File: src/rtl/timing_pkg.sv
// Shared constants for the T-state sequencer: T-state indices and interrupt vector codes.
package timing_pkg;

    localparam int T1_IDX = 0;
    localparam int T2_IDX = 1;
    localparam int T3_IDX = 2;

    localparam logic [1:0] VEC_IRQ = 2'b00;
    localparam logic [1:0] VEC_NMI = 2'b01;
    localparam logic [1:0] VEC_RES = 2'b10;

    // One-hot encoding for T-state index idx (0 = T1).
    function automatic logic [31:0] t_onehot(input int idx);
        return 32'd1 << idx;
    endfunction

endpackage

File: src/rtl/edge_sync.sv
// Multi-flop synchroniser followed by a single-cycle edge detector.
// RISE=1 flags 0->1 transitions; RISE=0 flags 1->0 transitions.
module edge_sync #(
    parameter int STAGES = 2,
    parameter bit RISE   = 1'b1
) (
    input  logic clk,
    input  logic rst,
    input  logic d,
    output logic pulse
);

    // Reset to the idle level so that releasing reset never fakes an edge.
    localparam logic IDLE = RISE ? 1'b0 : 1'b1;

    logic [STAGES-1:0] chain;
    logic              prev;

    always_ff @(posedge clk or posedge rst) begin
        if (rst) begin
            chain <= {STAGES{IDLE}};
            prev  <= IDLE;
        end else begin
            chain[0] <= d;
            for (int i = 1; i < STAGES; i++) begin
                chain[i] <= chain[i-1];
            end
            prev <= chain[STAGES-1];
        end
    end

    assign pulse = RISE ? (chain[STAGES-1] & ~prev) : (~chain[STAGES-1] & prev);

endmodule

File: src/rtl/timing_sequencer.sv
// One-hot T-state sequencer: opcode-fetch sync, RDY stalls, add-cycle repeats,
// interrupt hijack of the next opcode fetch, and set-overflow pin pulse.
module timing_sequencer
    import timing_pkg::*;
#(
    parameter int NUM_T       = 8,
    parameter int SYNC_STAGES = 2
) (
    input  logic             clk,
    input  logic             rst,
    input  logic             rdy,
    input  logic             r_not_w,
    input  logic             last_cycle,
    input  logic             add_cycle,
    input  logic             nmi_req,
    input  logic             irq_req,
    input  logic             i_flag,
    input  logic             so_n,
    output logic [NUM_T-1:0] timing,
    output logic             sync,
    output logic             force_brk,
    output logic [1:0]       vec_sel,
    output logic             suppress_wr,
    output logic             stall,
    output logic             extra,
    output logic             set_v,
    output logic             seq_err
);

    logic nmi_rise;
    logic so_fall;
    logic nmi_pend;
    logic repeat_now;
    logic end_instr;

    edge_sync #(.STAGES(SYNC_STAGES), .RISE(1'b1)) u_nmi_sync (
        .clk   (clk),
        .rst   (rst),
        .d     (nmi_req),
        .pulse (nmi_rise)
    );

    edge_sync #(.STAGES(SYNC_STAGES), .RISE(1'b0)) u_so_sync (
        .clk   (clk),
        .rst   (rst),
        .d     (so_n),
        .pulse (so_fall)
    );

    // RDY only freezes read cycles; a write in flight always completes.
    assign stall      = ~rdy & r_not_w;
    assign sync       = timing[T1_IDX];
    assign repeat_now = add_cycle & ~extra;
    // Running off the top T-state is treated as an instruction end.
    assign end_instr  = last_cycle | (~repeat_now & timing[NUM_T-1]);

    always_ff @(posedge clk or posedge rst) begin
        if (rst) begin
            timing      <= NUM_T'(1);
            force_brk   <= 1'b1;
            vec_sel     <= VEC_RES;
            suppress_wr <= 1'b1;
            extra       <= 1'b0;
            set_v       <= 1'b0;
            seq_err     <= 1'b0;
            nmi_pend    <= 1'b0;
        end else begin
            set_v <= so_fall;
            if (!stall) begin
                if (end_instr) begin
                    timing      <= NUM_T'(1);
                    extra       <= 1'b0;
                    suppress_wr <= 1'b0;
                    if (!last_cycle) begin
                        seq_err <= 1'b1;
                    end
                    if (nmi_pend) begin
                        force_brk <= 1'b1;
                        vec_sel   <= VEC_NMI;
                        nmi_pend  <= 1'b0;
                    end else if (irq_req && !i_flag) begin
                        force_brk <= 1'b1;
                        vec_sel   <= VEC_IRQ;
                    end else begin
                        force_brk <= 1'b0;
                        vec_sel   <= VEC_IRQ;
                    end
                end else if (repeat_now) begin
                    extra <= 1'b1;
                end else begin
                    timing <= timing << 1;
                    extra  <= 1'b0;
                end
            end
            // A new NMI edge wins over a same-cycle service of the old one.
            if (nmi_rise) begin
                nmi_pend <= 1'b1;
            end
        end
    end

endmodule

File: config.mk
export PLATFORM = sky130hd
export DESIGN_NAME = timing_sequencer
export DESIGN_NICKNAME = d
export VERILOG_FILES = /design/src/rtl/timing_pkg.sv /design/src/rtl/edge_sync.sv /design/src/rtl/timing_sequencer.sv
export SDC_FILE = /design/constraint.sdc
export NUM_CORES = 1
export LEC_CHECK = 0
export CORE_UTILIZATION = 39
export CTS_BUF_LIST = sky130_fd_sc_hd__clkbuf_16
export DETAILED_ROUTE_END_ITERATION = 12
export HOLD_SLACK_MARGIN = 0.03
export PLACE_DENSITY = 0.84
export SKIP_LAST_GASP = 1
export SLEW_MARGIN = 20
export SYNTH_ARGS = -nofsm -noshare
export SYNTH_HDL_FRONTEND = slang
export SYNTH_SLANG_ARGS = --single-unit
File: constraint.sdc
create_clock -name clk -period 1.4 [get_ports clk]
set_clock_uncertainty 0.2 [all_clocks]
set_input_delay 0.28 -clock clk [delete_from_list [all_inputs] [get_ports clk]]
set_output_delay 0.28 -clock clk [all_outputs]
set_load 0.005 [all_outputs]
=== Yosys cells after proc, flatten, opt, wreduce, memory -nomap -nowiden ===
Cells that the tools add are included.

* Bitwise operators: 13
* Eq/ne operators: 2
* Reduce and logical (&&, ||, !) cells: 7
* Muxes and demuxes: 10

{| class="wikitable"
|+ Operator list
! kind !! number
|-
| $mux 8 || 2
|-
| $mux 1 || 8
|-
| $not 1->1 || 7
|-
| $reduce_and 2->1 || 3
|-
| $and 1x1->1 || 5
|-
| $ne 2x1->1 const B || 2
|-
| $reduce_and 3->1 || 1
|-
| $reduce_bool 2->1 || 1
|-
| $logic_and 1x1->1 || 1
|-
| $logic_not 1->1 || 1
|-
| $or 1x1->1 || 1
|}

* Logic and storage cells: 44
* Register bits after elaboration: 22

=== Logic depth before layout (Yosys ltp) ===
Gate-level depths: netlist of run 1.

* Word-level depth: 8
* Mapped depth: 5

=== Hierarchy ===
A second synthesis of run 1 with hierarchy kept.

* Cells, all modules: 68
* Area total of the unflattened synthesis: 869.6 um2

{| class="wikitable"
|+ By module, submodules not included
! module !! instances !! area an instance (um2) !! cells each
|-
| timing_sequencer || 1 || 680.7 || 58
|-
| edge_sync at u_so_sync || 1 || 96.3 || 5
|-
| edge_sync at u_nmi_sync || 1 || 92.6 || 5
|}

=== Worst setup path after synthesis of run 1 ===
OpenSTA, ideal clock, no wires.

* Path type: input to register
* From: in r_not_w
* To: reg vec_sel[0]
* Arrival: 1.110 ns
* Setup slack: -0.035 ns
* Data required time: 1.075 ns
* Cell stages on the path: 4
* Path through: nor2b_1 buf_6 nor3_4 mux2_4

* Cells in the longest elaborated chain, start to end: 3

{| class="wikitable"
|+ RTL lines
! what !! RTL line !! source
|-
| start, declared || timing_sequencer.sv:12 || <nowiki>input logic r_not_w,</nowiki>
|-
| $and 1x1->1 || timing_sequencer.sv:51 || <nowiki>assign stall = ~rdy & r_not_w;</nowiki>
|-
| $not 1->1 (no line) || -- ||
|-
| $reduce_and 2->1 (no line) || -- ||
|-
| end signal, assigned || timing_sequencer.sv:61 || <nowiki>vec_sel <= VEC_RES;</nowiki>
|-
| end signal, assigned || timing_sequencer.sv:79 || <nowiki>vec_sel <= VEC_NMI;</nowiki>
|-
| end signal, assigned || timing_sequencer.sv:83 || <nowiki>vec_sel <= VEC_IRQ;</nowiki>
|-
| end, declared || timing_sequencer.sv:22 || <nowiki>output logic [1:0] vec_sel,</nowiki>
|}

No other way between the ends.
A chain may end at the register's enable or synchronous reset.

=== Final worst setup path of run 1 ===
* From: reg extra
* To: reg vec_sel[0]

* Cells in the longest elaborated chain, start to end: 6

{| class="wikitable"
|+ RTL lines
! what !! RTL line !! source
|-
| start, declared || timing_sequencer.sv:25 || <nowiki>output logic extra,</nowiki>
|-
| start signal, assigned || timing_sequencer.sv:63 || <nowiki>extra <= 1'b0;</nowiki>
|-
| start signal, assigned || timing_sequencer.sv:72 || <nowiki>extra <= 1'b0;</nowiki>
|-
| start signal, assigned || timing_sequencer.sv:89 || <nowiki>extra <= 1'b1;</nowiki>
|-
| $not 1->1 || timing_sequencer.sv:53 || <nowiki>assign repeat_now = add_cycle & ~extra;</nowiki>
|-
| $and 1x1->1 || timing_sequencer.sv:53 ||
|-
| $not 1->1 || timing_sequencer.sv:55 || <nowiki>assign end_instr = last_cycle | (~repeat_now & timing[NUM_T-1]);</nowiki>
|-
| $and 1x1->1 || timing_sequencer.sv:55 ||
|-
| $or 1x1->1 || timing_sequencer.sv:55 ||
|-
| $reduce_and 2->1 (no line) || -- ||
|}

No other way between the ends.

==> results of run 1 <==
where the power goes:
part / total, mW / internal (mW) / switching (mW)
registers: 0.684 / 0.662 / 0.0226
logic: 0.282 / 0.165 / 0.117
clock network: 0.597 / 0.383 / 0.213
metrics by stage:
step / area (sq um) / total power [mW] / TNS [ns]
detailed placement: 1160 / 0.922 / -6.62
floorplan: 836 / 0.788 / -0.0354
CTS: 1350 / 1.55 / -0.729
global route: 1390 / 1.63 / -1.18
global placement: 1160 / 0.912 / -5.83
finish: 1390 / 1.56 / -0.523
cell families (layout without fill, tap and decap cells):
kind of cell,count (synthesis),after routing
muxes,3,3
DFF,21,21
AOI/OAI and AO/OA,18,18
and+or+nand+nor,14,14
buffers and inverters,10,56
registers in the layout, summed over array words and instances (netlist names):
register / count
timing: 8
u_nmi_sync.chain: 2
u_so_sync.chain: 2
vec_sel: 2
extra: 1
force_brk: 1
nmi_pend: 1
seq_err: 1
set_v: 1
u_nmi_sync.prev: 1
u_so_sync.prev: 1
final cells by class:
type	count	share of cell area [%]
clock inverters	1	0.361
inverters	5	1.35
repair buffers	47	30.0
flip-flops and latches	21	38.4
clock buffers	3	5.41
well taps	27	2.43
multi-input cells	35	22.0
routing by layer:
metal	share of wire (%)	routed length [microns]
met5	0	0
met1	33	746
met2	61	1370
met4	2.6	58
met3	3.2	72
what timing repair did:
action | 4_1_cts | 5_1_grt
hold buffers | 0 | 0
gates resized for setup | 56 | 9
pin swaps | 5 | 2
endpoints found under the setup margin | 31 | 24
buffers inserted | 10 | 3
cloned | 1 | 0
cell usage in the layout, fill, tap and decap left out, types with 5 or more instances in the layout:
cell             netlist  final
clkdlybuf4s50_1        0      5
dfrtp_1               15     15
inv_1                  5      5
o21ai_1                0      5
nand2_1                7      7
buf_4                  3     17
dfstp_2                6      6
buf_6                  1      5
dlygate4sd2_1          0     11
final timing paths:
check / startpoint / endpoint / depth (start not counted)
worst max-delay path: extra$_DFFE_PP0N_ / vec_sel[0]$_DFFE_PP0P_ / 4
worst min-delay path: rst / u_nmi_sync.chain[0]$_DFF_PP0_ / 3
worst max register to register: extra$_DFFE_PP0N_ / vec_sel[0]$_DFFE_PP0P_ / 4
worst min register to register: u_so_sync.chain[0]$_DFF_PP1_ / u_so_sync.chain[1]$_DFF_PP1_ / 0
max in group asynchronous: rst / timing[0]$_DFFE_PP1P_ / 3
min in group clk: u_so_sync.chain[0]$_DFF_PP1_ / u_so_sync.chain[1]$_DFF_PP1_ / 0
worst max-delay path, delay by kind of cell (launching register included):
family	cells	cell delay, ns
buf+inv	1	0.12
simple gates	2	0.37
mux	1	0.30
flops	1	0.38
==> results.py, run 1 <==
metrics = {
    "power": {
        "leakage_nw": 0.667,
        "powerDensity_mw_per_mm2": 1130,
        "ir_worst_vdd_mv": 0.774,
    },
    "synthesis": {
        "yosysWarnings": 0,
        "synth_top_family_by_area": "compound AO/OA/AOI/OAI gates",
        "synth-edff-count": 0,
        "yosys.area_share.simple_pct": 11.1,
        "ys_seq_elements": 21,
        "synth_adder_area_share_pct": 0,
        "synth_area_leaders": "dfrtp_1, dfstp_2, o31ai_1",
        "synth_mux_area_share_pct": 4.94,
        "async_flop_share_pct": 100,
        "synth_most_common_cell": "dfrtp_1",
        "ys_seq_area_share_pct": 63.8,
        "synth_area_leader_cell": "dfrtp_1",
        "synth.net_count": 76,
        "yosysTopAreaCellShare_pct": 44.9,
        "synth_common_cells": "dfrtp_1, o21ai_0, nand2_1, o31ai_1, dfstp_2",
        "synth-xor-area-share_pct": 0,
        "synth_compound_gate_area_share_pct": 13.3,
        "synth.cell_area_sq_um": 836,
        "syn_avg_cell_area_sq_um": 12.7,
        "synth.distinct_cells": 18,
        "synthCells": 66,
        "synth-main-ff-cell": "dfrtp_1",
    },
    "global_route": {
        "grt_pass1_vias": 755,
        "busiest_layer": "met2",
        "met2_usage_pct": 45.6,
        "grt_usage_pct": 23.4,
        "grt_remaining_overflow": 0,
        "use_met3_pct": 3.33,
        "grt_pass1_wl_microns": 3430,
        "antenna_found_initial": 0,
        "globalRouteMet1Util_pct": 21.5,
        "grt_start_max_net_pins": 22,
    },
    "placement": {
        "place_inst": 122,
        "io_buffers": 26,
        "hpwl_microns": 1240,
        "place.gp.congestion": 0.709,
        "pre_cts_slack_ns": -0.578,
    },
    "finish": {
        "layout.cells.non_filler": 139,
        "regArea_sq_um": 533,
        "fill_cells": 138,
        "fin_nets": 123,
        "final_util_pct": 70.0,
        "diodes": 0,
        "area_growth_syn_to_layout_pct": 66.0,
        "drive_gt1_share_pct": 45.5,
        "multi_input_area_sq_um": 305,
    },
    "sta": {
        "setup_viol": 12,
        "fin_crit_ns": 1.49,
        "finalHoldViolCount": 0,
        "period_share_pct": 106,
        "rsz0062_at_grt": "true",
        "timing.final.ws_setup_ns": -0.0867,
        "fmax_ghz": 0.673,
        "maxSlewViolCount": 0,
        "tightest_slew_ns": 0.253,
        "timing.hold.ws_ns": 0.137,
        "relSlewSlack_pct": 82.9,
    },
    "floorplan": {
        "core_sq_mm": 0.00198,
        "die-area_sq_mm": 0.00233,
        "die_w_microns": 48.3,
        "num_rows": 16,
        "die_y_microns": 48.3,
        "io_pins": 27,
        "initial_utilization_pct": 42.2,
    },
    "worst_setup_path": {
        "cpPeakStageDelay_ns": 0.38,
        "r2r_slack_ns": -0.09,
        "crit_slowest_cell": "dfrtp_1",
        "cp_max_fo": 4,
        "critPathArrivalTime_ns": 1.42,
        "worstSetupPathType": "reg -> reg",
        "crit_chain": "buf_6 -> nor3b_4 -> nor3_4 -> mux2_4",
        "end_kind": "register",
        "setup.worst_path.start_class": "register",
        "cp_data_required_time_ns": 1.34,
    },
    "clock_network": {
        "cts_tree": "yes",
        "cts_root_buffer": "clkbuf_16",
        "clk_pin_slew_worst_paths_ns": 0.06,
        "cts_buffers": 3,
        "cts.sinks": 21,
        "cts_max_level": 1,
        "clock_latency_ns": 0.25,
        "clock_path_buffers": 2,
    },
    "detailed_routing": {
        "wl_microns": 2240,
        "antenna_left": 0,
        "first_pass_iters": 4,
        "drtIter0Drc": 6,
        "dr_total_vias": 704,
        "drc_errors": 0,
        "viasPerCell": 5.06,
        "wl_per_cell_microns": 16.1,
    },
    "job": {
        "maxCapViolCount": 0,
    },
    "outcome": {
        "status": "finished with violations",
        "violations": "setup timing",
    },
    "hold_path": {
        "hold_class": "in -> async",
    },
}
Note: power is estimated with default switching activity, not from simulation.
==> run 2: changes to the inputs <==
--- a/config.mk
+++ b/config.mk
@@ -8,8 +8,9 @@
 export CORE_UTILIZATION = 39
 export CTS_BUF_LIST = sky130_fd_sc_hd__clkbuf_16
 export DETAILED_ROUTE_END_ITERATION = 12
-export HOLD_SLACK_MARGIN = 0.03
+export HOLD_SLACK_MARGIN = 0.06
 export PLACE_DENSITY = 0.84
+export SKIP_CTS_REPAIR_TIMING = 1
 export SKIP_LAST_GASP = 1
 export SLEW_MARGIN = 20
 export SYNTH_ARGS = -nofsm -noshare
==> results.py, run 2 (synthesis results as in run 1) <==
metrics = {
    "job": {
        "maxCapViolCount": 0,
    },
    "sta": {
        "tightest_slew_ns": 0.279,
        "fmax_ghz": 0.688,
        "period_share_pct": 104,
        "rsz0062_at_grt": "true",
        "fin_crit_ns": 1.45,
        "relSlewSlack_pct": 81.4,
        "setup_viol": 3,
        "maxSlewViolCount": 0,
        "finalHoldViolCount": 0,
        "timing.final.ws_setup_ns": -0.0544,
    },
    "placement": {
        "place.gp.congestion": 0.709,
        "place_inst": 122,
        "hpwl_microns": 1240,
        "place_area_sq_mm": 0.00116,
        "io_buffers": 26,
    },
    "global_route": {
        "grt_start_max_net_pins": 22,
        "grt_remaining_overflow": 0,
        "grt_pass1_wl_microns": 2770,
        "grt_usage_pct": 18.5,
        "antenna_found_initial": 0,
        "grt_pass1_vias": 659,
    },
    "clock_network": {
        "cts_max_level": 1,
        "cts_buffers": 3,
        "cts_tree": "yes",
        "cts_root_buffer": "clkbuf_16",
        "cts.sinks": 21,
        "clk_pin_slew_worst_paths_ns": 0.06,
        "clock_path_buffers": 2,
        "clock_latency_ns": 0.25,
    },
    "floorplan": {
        "initial_utilization_pct": 42.2,
        "die_y_microns": 48.3,
        "die-area_sq_mm": 0.00233,
        "io_pins": 27,
        "die_w_microns": 48.3,
        "core_sq_mm": 0.00198,
        "num_rows": 16,
    },
    "outcome": {
        "status": "finished with violations",
        "violations": "setup timing",
    },
    "hold_path": {
        "hold_class": "in -> async",
    },
    "finish": {
        "diodes": 0,
        "area_growth_syn_to_layout_pct": 62.1,
        "final_common_cell": "dlymetal6s2s_1",
        "largest_reg_flops": 8,
        "regMostFlops": "timing",
        "fin_nets": 115,
        "final_cell_mix": "dlymetal6s2s_1, dfrtp_1, buf_4, nand2_1, dfstp_2",
        "drive_gt1_share_pct": 37.5,
        "layout.cells.non_filler": 131,
        "fin_area_sq_mm": 0.00136,
    },
    "worst_setup_path": {
        "cp_max_fo": 4,
        "end_kind": "register",
        "cpPeakStageDelay_ns": 0.41,
        "setup.worst_path.start_class": "register",
        "r2r-end": "vec_sel[0]$_DFFE_PP0P_",
        "rr_startpoint": "extra$_DFFE_PP0N_",
        "crit_slowest_cell": "dfrtp_1",
        "r2r_cells": 3,
        "critPathArrivalTime_ns": 1.39,
        "crit_path_start": "extra$_DFFE_PP0N_",
        "cp_data_required_time_ns": 1.33,
        "worstSetupPathType": "reg -> reg",
        "crit_chain": "nor3b_4 -> nor3_4 -> mux2_4",
        "endpoint": "vec_sel[0]$_DFFE_PP0P_",
        "r2r_slack_ns": -0.05,
    },
    "detailed_routing": {
        "dr_total_vias": 643,
        "drtIter0Drc": 7,
        "antenna_left": 0,
        "viasPerCell": 4.91,
        "wl_microns": 2000,
        "wl_per_cell_microns": 15.3,
        "first_pass_iters": 4,
        "drc_errors": 0,
    },
    "power": {
        "leakage_nw": 0.799,
        "ir_worst_vdd_mv": 0.714,
        "powerDensity_mw_per_mm2": 1110,
    },
}
[run 2: per-layer routing]
layer	share of wire, %	GRT usage, %
met5	0	0
met4	1.3	14.4
met1	35	18.1
met2	60	33.9
met3	3.2	3.33
[run 2: cell type report]
cell class	instances	area (sq um)
Sequential cell	21	533
Tap cell	27	33.8
Timing Repair Buffer	39	409
Fill cell	135	627
Inverter	5	18.8
Multi-Input combinational cell	35	280
Clock buffer	3	75.1
Clock inverter	1	5.00
[run 2: stage by stage]
stage	hold WS, ns	TNS, ns	power, mW	utilization, %	setup WS, ns
after floorplan	0.0521	-0.0354	0.788	-	-0.0354
after CTS	0.141	-6.66	1.52	62.8	-0.572
final	0.139	-0.106	1.51	68.4	-0.0544
after global placement	0.134	-5.83	0.912	58.7	-0.480
after detailed placement	0.143	-6.62	0.922	58.7	-0.578
after global routing	0.160	-0.606	1.59	68.4	-0.120
[run 2: worst min-delay path by stage]
stage / from / to / slack, ns / cells after the start
floorplan: rst / extra$_DFFE_PP0N_ / 0.05 / 1
global placement: u_nmi_sync.chain[0]$_DFF_PP0_ / u_nmi_sync.chain[1]$_DFF_PP0_ / 0.13 / 0
detailed placement: u_nmi_sync.chain[0]$_DFF_PP0_ / u_nmi_sync.chain[1]$_DFF_PP0_ / 0.14 / 0
CTS: rst / u_nmi_sync.chain[0]$_DFF_PP0_ / 0.14 / 3
global route: u_nmi_sync.chain[0]$_DFF_PP0_ / u_nmi_sync.chain[1]$_DFF_PP0_ / 0.16 / 0
finish: rst / u_nmi_sync.chain[0]$_DFF_PP0_ / 0.14 / 3
[run 2: worst max-delay path, delay by kind of cell, from the launching register on]
family           cells  cell delay [ns]
and+or+nand+nor      2             0.42
muxes                1             0.30
DFF                  1             0.41
[run 2: where the power goes]
part | internal [mW] | switching [mW] | total, mW | leakage [nW]
combinational | 0.137 | 0.0970 | 0.234 | 0.506
clock | 0.383 | 0.204 | 0.587 | 0.0409
sequential | 0.662 | 0.0277 | 0.689 | 0.252
total | 1.18 | 0.329 | 1.51 | 0.799
==> run 3: changes to the inputs <==
--- a/config.mk
+++ b/config.mk
@@ -5,11 +5,13 @@
 export SDC_FILE = /design/constraint.sdc
 export NUM_CORES = 1
 export LEC_CHECK = 0
-export CORE_UTILIZATION = 39
+export CELL_PAD_IN_SITES_DETAIL_PLACEMENT = 0
+export CELL_PAD_IN_SITES_GLOBAL_PLACEMENT = 1
+export CORE_UTILIZATION = 31
 export CTS_BUF_LIST = sky130_fd_sc_hd__clkbuf_16
 export DETAILED_ROUTE_END_ITERATION = 12
 export HOLD_SLACK_MARGIN = 0.06
-export PLACE_DENSITY = 0.84
+export PLACE_DENSITY = 0.85
 export SKIP_CTS_REPAIR_TIMING = 1
 export SKIP_LAST_GASP = 1
 export SLEW_MARGIN = 20
==> results.py, run 3 (synthesis results as in run 1) <==
metrics = {
    "outcome": {
        "status": "finished with violations",
        "violations": "setup timing",
    },
    "sta": {
        "period_share_pct": 103,
        "timing.final.ws_setup_ns": -0.0413,
        "fmax_ghz": 0.694,
        "tightest_slew_ns": 0.331,
        "maxSlewViolCount": 0,
        "finalHoldViolCount": 0,
        "relSlewSlack_pct": 77.7,
        "fin_crit_ns": 1.44,
        "setup_viol": 11,
        "rsz0062_at_grt": "true",
    },
    "finish": {
        "fin_area_sq_mm": 0.00140,
        "final_common_cell": "dlymetal6s2s_1",
        "diodes": 0,
        "drive_gt1_share_pct": 38.7,
        "layout.cells.non_filler": 136,
        "fin_nets": 117,
        "final_cell_mix": "dlymetal6s2s_1, dfrtp_1, buf_4, nand2_1",
        "regMostFlops": "timing",
        "area_growth_syn_to_layout_pct": 67.8,
        "largest_reg_flops": 8,
        "fill_cells": 228,
    },
    "detailed_routing": {
        "viasPerCell": 4.63,
        "highest-signal-layer": "met4",
        "wl_microns": 1820,
        "dr_total_vias": 630,
        "route.met2.wl_microns": 918,
        "met1_length_microns": 821,
        "first_pass_iters": 4,
        "drtIter0Drc": 4,
        "drc_errors": 0,
        "dr_wl_met3_microns": 57,
        "antenna_left": 0,
        "wl_per_cell_microns": 13.4,
    },
    "placement": {
        "place.gp.congestion": 0.714,
        "place_area_sq_mm": 0.00119,
        "io_buffers": 26,
        "hpwl_microns": 1130,
        "place_inst": 128,
    },
    "clock_network": {
        "clk_pin_slew_worst_paths_ns": 0.06,
        "clock_path_buffers": 2,
        "cts_tree": "yes",
        "cts_buffers": 3,
        "cts_max_level": 1,
        "cts.sinks": 21,
        "cts_root_buffer": "clkbuf_16",
        "clock_latency_ns": 0.25,
    },
    "global_route": {
        "grt_remaining_overflow": 0,
        "grt_pass1_wl_microns": 2660,
        "grt_pass1_vias": 606,
        "antenna_found_initial": 0,
        "grt_start_max_net_pins": 22,
        "grt_usage_pct": 13.2,
    },
    "floorplan": {
        "core_sq_mm": 0.00252,
        "die-area_sq_mm": 0.00291,
        "die_w_microns": 53.9,
        "initial_utilization_pct": 33.1,
        "num_rows": 18,
        "die_y_microns": 53.9,
        "io_pins": 27,
    },
    "worst_setup_path": {
        "cp_num_buf_inv": 0,
        "setup.worst_path.start_class": "register",
        "path_delay_family": "simple AND/OR/NAND/NOR gates",
        "r2r_slack_ns": -0.04,
        "end_kind": "register",
        "critPathArrivalTime_ns": 1.38,
        "crit_slowest_cell": "dfrtp_1",
        "worstSetupPathType": "reg -> reg",
        "cpPeakStageDelay_ns": 0.41,
        "rr_startpoint": "extra$_DFFE_PP0N_",
        "cp_data_required_time_ns": 1.34,
        "crit_path_start": "extra$_DFFE_PP0N_",
        "crit_chain": "nor3b_4 -> nor3_4 -> mux2_4",
        "cp_max_fo": 4,
    },
    "power": {
        "intPower_mw": 1.21,
        "p_clk_share_pct": 38.0,
        "p_sw_share_pct": 21.9,
        "sequentialPowerShare_pct": 44.3,
        "powerDensity_mw_per_mm2": 1110,
        "leakage_nw": 0.813,
        "ir_worst_vdd_mv": 1.01,
        "p_sw_mw": 0.340,
        "power_frac_comb_pct": 17.7,
    },
    "hold_path": {
        "hold_class": "in -> async",
    },
    "job": {
        "maxCapViolCount": 0,
    },
}
## run 3: metrics by stage
step                      setup WS (ns)  hold WS [ns]  power, mW  setup TNS, ns  utilization, %
after detailed placement         -0.492         0.148      0.938          -6.46            47.2
after global placement           -0.486         0.135      0.930          -6.17            47.2
after floorplan                 -0.0354        0.0521      0.788        -0.0354               -
after CTS                        -0.492         0.148       1.53          -6.48            50.3
final                           -0.0413         0.143       1.55         -0.276            55.6
after global routing             -0.106         0.159       1.63          -1.06            55.6
## run 3: cell type report
cell class,instances,area [sq um],area share (%)
Multi-Input combinational cell,35,297,21.1
Clock buffer,3,75.1,5.35
Timing Repair Buffer,41,438,31.2
Clock inverter,1,3.75,0.268
Inverter,5,18.8,1.34
Tap cell,30,37.5,2.68
Sequential cell,21,533,38.0
## run 3: final timing paths
| check | cells past startpoint | end |
|---|---|---|
| setup / recovery | 3 | vec_sel[0]$_DFFE_PP0P_ |
| hold / removal | 3 | u_nmi_sync.chain[0]$_DFF_PP0_ |
| setup reg to reg | 3 | vec_sel[0]$_DFFE_PP0P_ |
| hold reg to reg | 0 | u_nmi_sync.chain[1]$_DFF_PP0_ |
| max in group asynchronous | 3 | vec_sel[1]$_DFFE_PP1P_ |
| min in group clk | 0 | u_nmi_sync.chain[1]$_DFF_PP0_ |
## run 3: per-layer routing
| metal | vias to the layer above | global-route usage [%] |
|---|---|---|
| met4 | 0 | 5.26 |
| met1 | 308 | 15.2 |
| met5 | - | 0 |
| li1 | 304 | - |
| met2 | 16 | 22.4 |
| met3 | 2 | 4.24 |
## run 3: worst min-delay path, stage by stage
cell             delay (ns)
clkdlybuf4s50_1        0.39
inv_1                  0.09
buf_12                 0.17
## run 3: power groups by stage
stage | Combinational (mW) | Sequential [mW] | Clock [mW]
floorplan | 0.0913 | 0.697 | 0
global placement | 0.233 | 0.697 | 0
detailed placement | 0.240 | 0.698 | 0
CTS | 0.241 | 0.688 | 0.604
global route | 0.297 | 0.695 | 0.638
finish | 0.275 | 0.688 | 0.589
